### src/rtl/regfile_wb_arbiter.sv
// Regfile write-port arbiter: requesters A (EX) and B (MEM) share one write port; B has priority unless A is starved. Also runs a clear sequence that zeroes x1..x31.
// Latency: 1 cycle from a handshake to rd_wren_o/rd_addr_o/rd_data_o.
// Backpressure: the readies are combinational grants; both are held low during reset, on a clear request and for the whole clear sequence.
module regfile_wb_arbiter #(
    parameter int DATA_W     = 32,
    parameter int ADDR_W     = 5,
    parameter int STARVE_MAX = 4
) (
    input  logic              clk_i,
    input  logic              rst_i,
    input  logic              a_valid_i,
    output logic              a_ready_o,
    input  logic [ADDR_W-1:0] a_addr_i,
    input  logic [DATA_W-1:0] a_data_i,
    input  logic              b_valid_i,
    output logic              b_ready_o,
    input  logic [ADDR_W-1:0] b_addr_i,
    input  logic [DATA_W-1:0] b_data_i,
    input  logic              clr_req_i,
    output logic              busy_o,
    output logic              rd_wren_o,
    output logic [ADDR_W-1:0] rd_addr_o,
    output logic [DATA_W-1:0] rd_data_o
);

    localparam int                CNT_W      = $clog2(STARVE_MAX + 1);
    localparam logic [CNT_W-1:0]  STARVE_LIM = CNT_W'(STARVE_MAX);
    localparam logic [ADDR_W-1:0] LAST_REG   = '1;

    typedef enum logic {IDLE, CLEAR} state_t;

    state_t            state, state_nxt;
    logic [ADDR_W-1:0] ptr, ptr_nxt;
    logic [CNT_W-1:0]  starve, starve_nxt;
    logic              a_grant, b_grant;

    always_ff @(posedge clk_i) begin
        if (rst_i) begin
            state  <= IDLE;
            ptr    <= '0;
            starve <= '0;
        end else begin
            state  <= state_nxt;
            ptr    <= ptr_nxt;
            starve <= starve_nxt;
        end
    end

    always_comb begin
        state_nxt  = state;
        ptr_nxt    = ptr;
        starve_nxt = starve;
        a_grant    = 1'b0;
        b_grant    = 1'b0;
        case (state)
            IDLE: begin
                if (!rst_i && !clr_req_i) begin
                    if (a_valid_i && b_valid_i) begin
                        if (starve == STARVE_LIM) a_grant = 1'b1;
                        else                      b_grant = 1'b1;
                    end else if (a_valid_i) begin
                        a_grant = 1'b1;
                    end else if (b_valid_i) begin
                        b_grant = 1'b1;
                    end
                end
                if (clr_req_i) begin
                    state_nxt = CLEAR;
                    ptr_nxt   = ADDR_W'(1);
                end
                // A denied while asking counts toward starvation relief, including on a clear request
                if (a_valid_i && !a_grant)
                    starve_nxt = (starve == STARVE_LIM) ? starve : starve + CNT_W'(1);
                else
                    starve_nxt = '0;
            end
            CLEAR: begin
                ptr_nxt = ptr + ADDR_W'(1);
                if (ptr == LAST_REG) state_nxt = IDLE;
            end
            default: state_nxt = IDLE;
        endcase
    end

    assign a_ready_o = a_grant;
    assign b_ready_o = b_grant;
    assign busy_o    = (state == CLEAR);

    always_ff @(posedge clk_i) begin
        if (rst_i) begin
            rd_wren_o <= 1'b0;
            rd_addr_o <= '0;
            rd_data_o <= '0;
        end else if (state == CLEAR) begin
            rd_wren_o <= 1'b1;
            rd_addr_o <= ptr;
            rd_data_o <= '0;
        end else if (a_grant) begin
            rd_wren_o <= (a_addr_i != '0);
            rd_addr_o <= a_addr_i;
            rd_data_o <= a_data_i;
        end else if (b_grant) begin
            rd_wren_o <= (b_addr_i != '0);
            rd_addr_o <= b_addr_i;
            rd_data_o <= b_data_i;
        end else begin
            rd_wren_o <= 1'b0;
        end
    end

endmodule

### config.mk
export PLATFORM = sky130hd
export DESIGN_NAME = regfile_wb_arbiter
export DESIGN_NICKNAME = d
export VERILOG_FILES = /design/src/rtl/regfile_wb_arbiter.sv
export SDC_FILE = /design/constraint.sdc
export NUM_CORES = 1
export LEC_CHECK = 0
export CORE_AREA = 2 2 78 80
export DETAILED_ROUTE_END_ITERATION = 6
export DIE_AREA = 0 0 80 82
export PLACE_DENSITY = 0.87
export SYNTH_ARGS = -nofsm -noshare
export SYNTH_HDL_FRONTEND = slang
export SYNTH_SLANG_ARGS = --single-unit
### constraint.sdc
create_clock -name clk_i -period 2.3 [get_ports clk_i]
set_clock_uncertainty 0.15 [all_clocks]
set_input_delay 0.23 -clock clk_i [delete_from_list [all_inputs] [get_ports clk_i]]
set_output_delay 0.23 -clock clk_i [all_outputs]
set_load 0.1 [all_outputs]
==> After elaboration in Yosys (flattened, before gate mapping) <==
Cells that the tools add are included.
{ "totals": {"elab_cells": 52, "reg_bits": 47} }
{ "classes": {"n_reduce_logical": 12, "eq_ne": 4, "muxes": 27, "add_sub_neg": 2, "n_bitwise": 1} }
{ "op_table": {"columns": ["operator", "count"], "rows": [
  ["32-bit 2-to-1 mux", 2],
  ["5-bit 2-to-1 mux", 4],
  ["1-bit 2-to-1 mux", 17],
  ["5-bit one-hot mux with 2 select lines", 1],
  ["5-bit nonzero test", 2],
  ["3-bit 2-to-1 mux", 2],
  ["5-bit by 1-bit adder with 5-bit output, second input constant", 1],
  ["5-bit == test, second input constant", 1],
  ["2-bit inequality test, second input constant", 2],
  ["3-bit by 1-bit adder with 3-bit output, second input constant", 1],
  ["3-bit == test, second input constant", 1],
  ["1-bit logical AND", 3],
  ["1-bit logical NOT", 3],
  ["3-bit nonzero test", 1],
  ["1-bit one-hot mux with 2 select lines", 1],
  ["2-bit AND reduction", 1],
  ["2-bit nonzero test", 1],
  ["2-bit OR reduction", 1],
  ["1-bit inverter", 1]
]} }

==> Longest topological paths before layout <==
Gate-level depths: netlist (run 1).
{ "depth": {"word_depth": 9, "mapped_depth": 8, "depth_no_buf": 7} }

==> Least setup slack after synthesis (run 1) <==
No wires, ideal clock.
{ "synth_path": {"path_type": "register to register", "startpoint": "register state (netlist: busy_o)", "endpoint": "register rd_data_o[25]", "arrival_ps": 2071, "path_stages_with_launch": 6, "period_less_slack_ps": 2347, "path_buffers": 1, "slack_ps": -47, "required_ps": 2025, "path_cell_list": "dfxtp_1 > inv_1 > and4_1 > buf_2 > a222oi_1 > nor2_1"} }
{ "synth_between": {"elab_chain_len": 2, "word_cells_on_any_way": 5} }
{ "synth_rtl": {"columns": ["element", "line_no", "text"], "rows": [
  ["from (decl)", "32", "state_t state, state_nxt;"],
  ["from (signal assigned)", "43", "state <= state_nxt;"],
  ["1-bit 2-to-1 mux", "55", "case (state)"],
  ["net b_ready_o", "16", "output logic b_ready_o,"],
  ["2-bit nonzero test (no source line)", null, null],
  ["to (signal assigned)", "101", "rd_data_o <= a_data_i;"],
  ["to (signal assigned)", "105", "rd_data_o <= b_data_i;"],
  ["to (decl)", "23", "output logic [DATA_W-1:0] rd_data_o"]
]} }
The timed path passes the listed nets, and every way through them passes these cells.
A chain may end at the register's enable or synchronous reset.

==> Worst setup path in the final report (run 1) <==
{ "layout_path": {"startpoint": "input port clr_req_i", "endpoint": "output port a_ready_o"} }
{ "layout_between": {"elab_chain_len": 5} }
{ "layout_rtl": {"columns": ["element", "line_no", "text"], "rows": [
  ["from (decl)", "19", "input logic clr_req_i,"],
  ["1-bit logical NOT", "57", "if (!rst_i && !clr_req_i) begin"],
  ["1-bit logical AND", "57", null],
  ["1-bit 2-to-1 mux", "57", null],
  ["1-bit 2-to-1 mux (2 in series)", "55", null],
  ["to (decl)", "12", "output logic a_ready_o,"]
]} }
Every way passes these cells. The select of a mux whose other input is x is not followed.

==> results.cfg, run 1 <==
[final_layout]
num_antenna_cells = 0
drive_above_1_share_pct = 17.7
fill_cells = 518
nets = 461
final_util_pct = 59.7
final_design_area_no_fill_um2 = 3430
area_growth_pct = 58.6

[die]
row_count = 28
coreArea_um2 = 5750
die_h_um = 82
start_util_pct = 37.6
die_w_um = 80
die-area_um2 = 6560
io_pins = 120

[clocking]
path_clk_slew_ns = 0.08
hold_buffers = 0
cts_made_buffers = 5
worstSkewPairLatency_ns = 0.29
cts_tree = yes
cts-htree-levels = 2
cts_root_buf = clkbuf_8
cts.sinks = 47
clock_path_buffers = 2
cts_resized = 0
cts_setup_buffers = 0

[timing]
slew_headroom_pct = 67.9
setup_tns_ns = 0
worst-slew-pin-transition_ns = 0.482
final.setup.worst_slack_ns = 0.143
rsz0062_at_grt = false
fmax_mhz = 464
hold_viol = 0
post-route-period-util_pct = 93.8
setup_viol = 0
finalMaxSlewViolations = 0
period_minus_slack_ns = 2.16

[setup_path]
endpoint_kind = primary output
worstPathArrival_ns = 1.78
path_class = input port to primary output
cp_max_fo = 22
cp-start-kind = input port
critPathRequiredTime_ns = 1.92

[placement]
placed_cell_area_um2 = 3340
port-buffer-count = 119
post-dp-hpwl_mm = 4.90
place_congestion = 0.742
pre_cts_ws_ns = 0.0931

[grt]
grt_busiest_layer = met2
met2_usage_pct = 35.7
grt_pass1_vias = 2294
grt_first_pass_wirelength_mm = 10.3
grt.total_usage_pct = 19.4
grtUsageMet1_pct = 23.2
antenna_found_initial = 0
grt_overflow_total = 0
use_met3_pct = 4.29
grt_start_max_net_pins = 41

[synthesis]
synth_top_area_share_pct = 43.5
synth_top_area_cell = dfxtp_1
syn_nets = 347
ys_warn_count = 0
avgSynthCellArea_um2 = 8.19
synth_edf_count = 0
synth_cells = 264
yosysSeqAreaShare_pct = 43.5
synth_flop_cell = dfxtp_1
synth_seq_cells = 47
async_flop_share_pct = 0
synthTopCellsByArea = dfxtp_1 44%, nor3_1 12%, nor2_1 7.1%
synth_area_um2 = 2160
ys_types = 38

[route]
wl_mm = 6.63
drcViolationCount = 0
wl_per_cell_um = 14.6
drtIter0Drc = 124
ant_nets = 0
vias = 2392
viasPerCell = 5.28
drt-pass1-iter-count = 4

[power_and_ir_drop]
finalPower_mw = 1.99
power_density_nw_per_um2 = 580
peakVddDrop_mv = 0.282
p_leak_nw = 1.43

[status]
status = finished, final reports clean

[min_path]
hold_class = flop to flop

[run]
maxCapViolCount = 0
[where the power goes]
group / leakage [nW] / switching (mW) / total (mW) / internal (mW)
clock: 0.0470 / 0.261 / 0.497 / 0.236
sequential: 0.383 / 0.0313 / 0.884 / 0.852
combinational: 1.00 / 0.386 / 0.606 / 0.220
total: 1.43 / 0.679 / 1.99 / 1.31
[area by class of cell]
| cell class | count | area (µm²) | area share, % |
|---|---|---|---|
| multi-input combinational | 189 | 1080 | 31.4 |
| clock buffer | 6 | 82.6 | 2.41 |
| clock inverter | 1 | 5.00 | 0.146 |
| inverter | 5 | 18.8 | 0.547 |
| tap | 75 | 93.8 | 2.74 |
| sequential | 47 | 942 | 27.5 |
| timing repair buffer | 130 | 1210 | 35.2 |
[kinds of logic after synthesis]
logic type / Yosys count / share of synthesized area, %
AND/OR/NAND/NOR: 121 / 27.8
adder cells (fa/ha/maj): 4 / 2.31
flip-flops: 47 / 43.5
buffers and inverters: 28 / 7.00
AO/OA/AOI/OAI: 57 / 16.2
multiplexers: 6 / 2.78
XOR/XNOR: 1 / 0.405
[registers in the layout, summed over array words and instances (netlist names)]
name       cells
rd_data_o     32
starve         3
rd_wren_o      1
busy_o         1
rd_addr_o      5
ptr            5
[routing by layer]
layer	routed length (µm)	part of all wire, %	vias to the layer above
li1	-	-	1174
met1	2860	43	1123
met2	3230	49	93
met3	531	8.0	2
met4	6	0.090	0
met5	0	0	-
[layout by cell type (no fill, tap or decap), types with 2 or more instances in the layout]
cell,count
clkdlybuf4s50_1,78
nor3_1,51
buf_4,49
dfxtp_1,46
nor2_1,41
o21ai_0,27
a21oi_1,9
a222oi_1,7
nand2_1,6
mux2i_1,6
clkbuf_8,6
inv_1,4
a31oi_1,4
o22ai_1,4
ha_1,4
nand3_1,3
nor3b_1,3
and2_1,3
buf_12,3
and3_1,2
or4_1,2
nand4_1,2
[cells in the mapped netlist (2+ instances only)]
master     n
a21oi_1    9
a222oi_1   7
a31oi_1    4
and2_1     3
and3_1     2
buf_2      7
buf_6      5
clkbuf_1  10
dfxtp_1   47
ha_1       4
inv_1      4
mux2i_1    6
nand2_1    6
nand3_1    3
nand4_1    2
nor2_1    41
nor3_1    51
nor3b_1    3
o21ai_0   27
o22ai_1    4
or4_1      2
[critical path, cell delays in order]
cell	delay (ns)
clkdlybuf4s50_1	0.52
nor2_2	0.25
nand4_2	0.14
inv_2	0.38
buf_12	0.24
[through the flow]
step	instances	hold slack, ns
after floorplan	264	0.248
after global placement	446	0.311
after detailed placement	446	0.323
after CTS	453	0.336
after global routing	453	0.367
final	453	0.334
[path summary, 6_finish.rpt]
kind         slack [ns]  cells past startpoint  startpoint            end
max                0.14                      5   clr_req_i      a_ready_o
min reg2reg        0.33                      2   starve[0]      starve[0]
min                0.33                      2   starve[0]      starve[0]
max reg2reg        0.37                      8   starve[0]  rd_data_o[24]
No activity file was read; power rests on OpenSTA's default activity.
==> run 2: changes to the inputs <==
--- a/config.mk
+++ b/config.mk
@@ -5,9 +5,9 @@
 export SDC_FILE = /design/constraint.sdc
 export NUM_CORES = 1
 export LEC_CHECK = 0
-export CORE_AREA = 2 2 78 80
+export CORE_AREA = 3 3 110 59
 export DETAILED_ROUTE_END_ITERATION = 6
-export DIE_AREA = 0 0 80 82
+export DIE_AREA = 0 0 113 62
 export PLACE_DENSITY = 0.87
 export SYNTH_ARGS = -nofsm -noshare
 export SYNTH_HDL_FRONTEND = slang
==> results.cfg, run 2 (synthesis results as in run 1) <==
[run]
maxCapViolCount = 0

[grt]
grt_start_max_net_pins = 41
grtUsageMet1_pct = 22.0
grt_pass1_vias = 2336
grt.total_usage_pct = 19.4
grt_busiest_layer = met2
grt_first_pass_wirelength_mm = 10.9
antenna_found_initial = 0
met2_usage_pct = 38.8
grt_overflow_total = 0
use_met3_pct = 3.77

[clocking]
cts-htree-levels = 2
cts_setup_buffers = 0
cts_made_buffers = 5
cts_tree = yes
clock_path_buffers = 2
path_clk_slew_ns = 0.06
worstSkewPairLatency_ns = 0.28
cts_root_buf = clkbuf_16
cts.sinks = 47

[final_layout]
final_cell_mix = 78 x clkdlybuf4s50_1, 51 x nor3_1, 48 x buf_4, 46 x dfxtp_1, 41 x nor2_1
fill_cells = 465
multi_input_area_um2 = 1080
area_growth_pct = 60.0
nets = 459
seq_area_um2 = 942
top_register = rd_data_o
final_design_area_no_fill_um2 = 3460
biggestRegsByFlops = rd_data_o x32, ptr x5, rd_addr_o x5
largest_register_ffs = 32
num_antenna_cells = 0
drive_above_1_share_pct = 17.5
finalNonFillerCells = 450
layout_commonest_cell = clkdlybuf4s50_1

[die]
row_count = 19
die_h_um = 62
coreArea_um2 = 5520
start_util_pct = 39.2
die_w_um = 113
die-area_um2 = 7010
io_pins = 120

[route]
ant_nets = 0
drtIter0Drc = 152
wl_mm = 7.00
drcViolationCount = 0
vias = 2371
wl_per_cell_um = 15.6
drt-pass1-iter-count = 5
viasPerCell = 5.27

[setup_path]
cp-start-kind = input port
crit_end = b_ready_o
r2r_slack_ns = 0.40
endpoint_kind = primary output
critPathRequiredTime_ns = 1.92
path_class = input port to primary output
cp_max_fo = 10
worstPathArrival_ns = 1.77
r2r-end = rd_addr_o[0]
startpoint = clr_req_i
worstReg2RegStart = starve[0]
r2r_cells = 6

[power_and_ir_drop]
power_density_nw_per_um2 = 638
peakVddDrop_mv = 0.341
p_leak_nw = 1.44
finalPower_mw = 2.21

[timing]
period_minus_slack_ns = 2.15
rsz0062_at_grt = false
fmax_mhz = 464
finalMaxSlewViolations = 0
slew_headroom_pct = 69.0
setup_tns_ns = 0
hold_viol = 0
setup_viol = 0
worst-slew-pin-transition_ns = 0.464
final.setup.worst_slack_ns = 0.146
post-route-period-util_pct = 93.6

[placement]
port-buffer-count = 119
place_congestion = 0.825
placed_cell_area_um2 = 3310
post-dp-hpwl_mm = 5.17
pre_cts_ws_ns = 0.0425
dp_cells = 442

[status]
status = finished, final reports clean

[min_path]
holdCritStartpoint = starve[1]
hold_class = flop to flop
[run 2: final cells by class]
type | count | share of cell area [%]
clock buffer | 5 | 3.62
clock inverter | 3 | 0.543
inverter | 5 | 0.615
multi-input combinational | 189 | 31.2
sequential | 47 | 27.2
tap | 73 | 2.64
timing repair buffer | 128 | 34.2
[run 2: through the flow]
| stage | hold slack, ns | util (%) |
|---|---|---|
| floorplan | 0.248 | - |
| global placement | 0.312 | 60.0 |
| detailed placement | 0.313 | 60.0 |
| CTS | 0.321 | 62.7 |
| global route | 0.352 | 62.7 |
| finish | 0.321 | 62.7 |
[run 2: worst min-delay path by stage]
stage / slack [ns] / endpoint / depth (start not counted)
CTS: 0.32 / starve[1] / 2
finish: 0.32 / starve[1] / 2
floorplan: 0.25 / rd_data_o[26] / 2
global placement: 0.31 / starve[1] / 2
global route: 0.35 / starve[1] / 2
detailed placement: 0.31 / starve[1] / 2
[run 2: worst max-delay path, cell delays in order]
cell	delay, ns
clkdlybuf4s50_1	0.52
nor2_2	0.18
buf_4	0.14
and4_1	0.46
buf_12	0.23
[run 2: power breakdown]
| part | internal, mW | switching (mW) | leakage [nW] | total, mW |
|---|---|---|---|---|
| Combinational | 0.220 | 0.395 | 0.988 | 0.614 |
| Sequential | 0.853 | 0.0254 | 0.383 | 0.879 |
| Clock | 0.403 | 0.312 | 0.0740 | 0.715 |
[run 2: timing repair]
| item | 4_1_cts | 5_1_grt |
|---|---|---|
| gates resized for setup | 0 | 2 |
| hold buffers | 0 | 0 |
| hold endpoints to repair | 0 | 0 |
| endpoints found under the setup margin | 0 | 1 |
[run 2: routing by layer]
metal	part of all wire [%]	wire, µm
met1	40	2810
met2	54	3800
met3	4.9	343
met4	0.69	48
met5	0	0
==> run 3: changes to the inputs <==
--- a/config.mk
+++ b/config.mk
@@ -6,6 +6,7 @@
 export NUM_CORES = 1
 export LEC_CHECK = 0
 export CORE_AREA = 3 3 110 59
+export CTS_CLUSTER_SIZE = 10
 export DETAILED_ROUTE_END_ITERATION = 6
 export DIE_AREA = 0 0 113 62
 export PLACE_DENSITY = 0.87
==> results of run 3 <==
The final DEF is identical to that of run 2; final timing and power are the same.
==> patch (flow settings as in run 2) <==
Set the parameter `STARVE_MAX` to 2 (it was 4).
--- a/src/rtl/regfile_wb_arbiter.sv
+++ b/src/rtl/regfile_wb_arbiter.sv
@@ -5,5 +5,5 @@
     parameter int DATA_W     = 32,
     parameter int ADDR_W     = 5,
-    parameter int STARVE_MAX = 4
+    parameter int STARVE_MAX = 2
 ) (
     input  logic              clk_i,
Formal check against the unedited RTL: not equivalent (a bounded check fails within 4 cycles, from zero or initial values and one cycle with rst_i high).
==> patch against run 2 <==
- non-clock buffer count is 4 lower
- synthesized cell count is 26% lower
- synthesized area is 11% lower
- sequential cell count is 1 lower
- total power decreased by 3.0%
- combinational power fell by 22%
- clock power up 14%
- routed wire length fell by 6.0%
- cell area is 6.2% lower
- worst setup slack got worse by 56 ps
- critical endpoint is now a_ready_o
- largest cell class unchanged
==> patch: results (changes against run 2) <==
| Step | Metric | Value | Change |
|:---|:---|:---|:---|
| status | Run status | finished, final reports clean | unchanged |
| routing | First DRT Iteration DRCs | 271 | was 152 |
| placement | Detail Placement HPWL | 4900 um | was 5170 um |
| routing | Iteration count of the initial detailed-routing pass | 7 | was 5 |
| global route | Wire length of the first global-routing pass | 10,000 um | was 10,900 um |
| global route | Tot GR Track Use | 17.8% | was 19.4% |
| routing | Routed met3 length | 384 um | was 343 um |
| pwr | Standby leakage power | 0.00129 uW | was 0.00144 uW |
| timing | Worst hold slack across all endpoints | 308 ps | was 321 ps |
| synth | Top area cells in the synthesized netlist | sky130_fd_sc_hd__dfxtp_1 48%, sky130_fd_sc_hd__a222oi_1 17%, sky130_fd_sc_hd__nor2_1 7.0%, sky130_fd_sc_hd__buf_6 2.9%, sky130_fd_sc_hd__mux2i_1 2.6% | was sky130_fd_sc_hd__dfxtp_1 44%, sky130_fd_sc_hd__nor3_1 12%, sky130_fd_sc_hd__nor2_1 7.1%, sky130_fd_sc_hd__o21ai_0 6.3%, sky130_fd_sc_hd__a222oi_1 3.2% |
| worst setup path | Top fanout value on the critical path | 33 | was 10 |
| synth | Post-synth top area share | 47.7% | was 43.5% |
| worst setup path | Delay of the slowest cell on the worst path | 560 ps | was 520 ps |
| worst setup path | Launch point of the worst path | busy_o$_SDFF_PP0_ | was clr_req_i |
| synth | Post-synth top cells | 46 x sky130_fd_sc_hd__dfxtp_1, 36 x sky130_fd_sc_hd__nor2_1, 32 x sky130_fd_sc_hd__a222oi_1 | was 51 x sky130_fd_sc_hd__nor3_1, 47 x sky130_fd_sc_hd__dfxtp_1, 41 x sky130_fd_sc_hd__nor2_1 |
| routing | Routed length on met2 | 3620 um | was 3800 um |
| layout | Fraction of final layout cells with drive strength greater than 1 | 18.6% | was 17.5% |
| worst setup path | Critical Path Slowest Stage Cell | sky130_fd_sc_hd__and4_4 | was sky130_fd_sc_hd__clkdlybuf4s50_1 |
| synth | Count of unique library cells instantiated by Yosys | 35 | was 38 |
| placement | Placed standard-cell area | 3080 um2 | was 3310 um2 |
| global route | Largest net degree at the start of global routing | 35 | was 41 |
| worst setup path | Arrival @ worst endpoint | 1830 ps | was 1770 ps |
| routing | WL met1 | 2440 um | was 2810 um |
| synth | Mapped Nets | 278 | was 347 |
| synth | Sequential-to-total area share from yosys stat | 47.7% | was 43.5% |
| worst hold path | HP Start | starve[0]$_SDFFE_PP0P_ | was starve[1]$_SDFFE_PP0P_ |
| routing | Wirelength, routed | 6580 um | was 7000 um |
| layout | Total Nets Final | 389 | was 459 |
==> patch: cell types whose count changed after synthesis, sizes merged, moves of 2 or more <==
cell           run 2  this run
a222oi             7        32
nor2              42        37
nand4b             1         3
inv                5         2
nor4               2         0
o21ai             27         4
nand3              3         1
nor3              51         3
buf               13        10
nand4              3         1
a21oi              9         5
==> patch: worst paths after layout <==
check | to | cells past startpoint
setup / recovery | a_ready_o | 3
hold / removal | starve[0]$_SDFFE_PP0P_ | 2
setup reg to reg | rd_data_o[30]$_SDFFE_PP0P_ | 4
hold reg to reg | starve[0]$_SDFFE_PP0P_ | 2
==> patch: cell type report <==
type                       count  area [um2]  area share (%)
sequential                    46         922            28.4
inverter                       2        7.51           0.231
clock buffer                   6         139            4.28
tap                           73        91.3            2.82
timing repair buffer         124        1180            36.3
multi-input combinational    128         878            27.1
clock inverter                 1        30.0           0.926
==> patch: logic make-up after synthesis <==
group,after synthesis,synth area share [%]
flops,46,47.7
fa+ha+maj,3,1.95
compound gates,55,24.1
simple gates,65,16.7
mux,5,2.59
buf+inv,22,6.94
==> patch: worst min-delay path, stage by stage (launching register included) <==
cell and delay [ps]:
sky130_fd_sc_hd__dfxtp_1 310, sky130_fd_sc_hd__nand2_1 50, sky130_fd_sc_hd__a21oi_1 50
==> patch: through the flow <==
stage / setup WS, ps / instances
2_1_floorplan: 340 / 196
3_3_place_gp: 229 / 373
3_5_place_dp: 166 / 373
4_1_cts: 114 / 380
5_1_grt: 4.16 / 380
6_report: 90.5 / 380
==> patch: where the power goes <==
group / switching (uW) / internal, uW / leakage [uW]
combinational: 279 / 199 / 0.000835
sequential: 22.3 / 824 / 0.000374
clock: 281 / 536 / 0.0000829
total: 583 / 1560 / 0.00129
==> patch: per-layer routing <==
layer | up-vias | global-route usage [%]
met5 | - | 0
met4 | 0 | 5.82
met3 | 14 | 4.35
met2 | 81 | 35.8
met1 | 1041 | 19.1
li1 | 992 | -
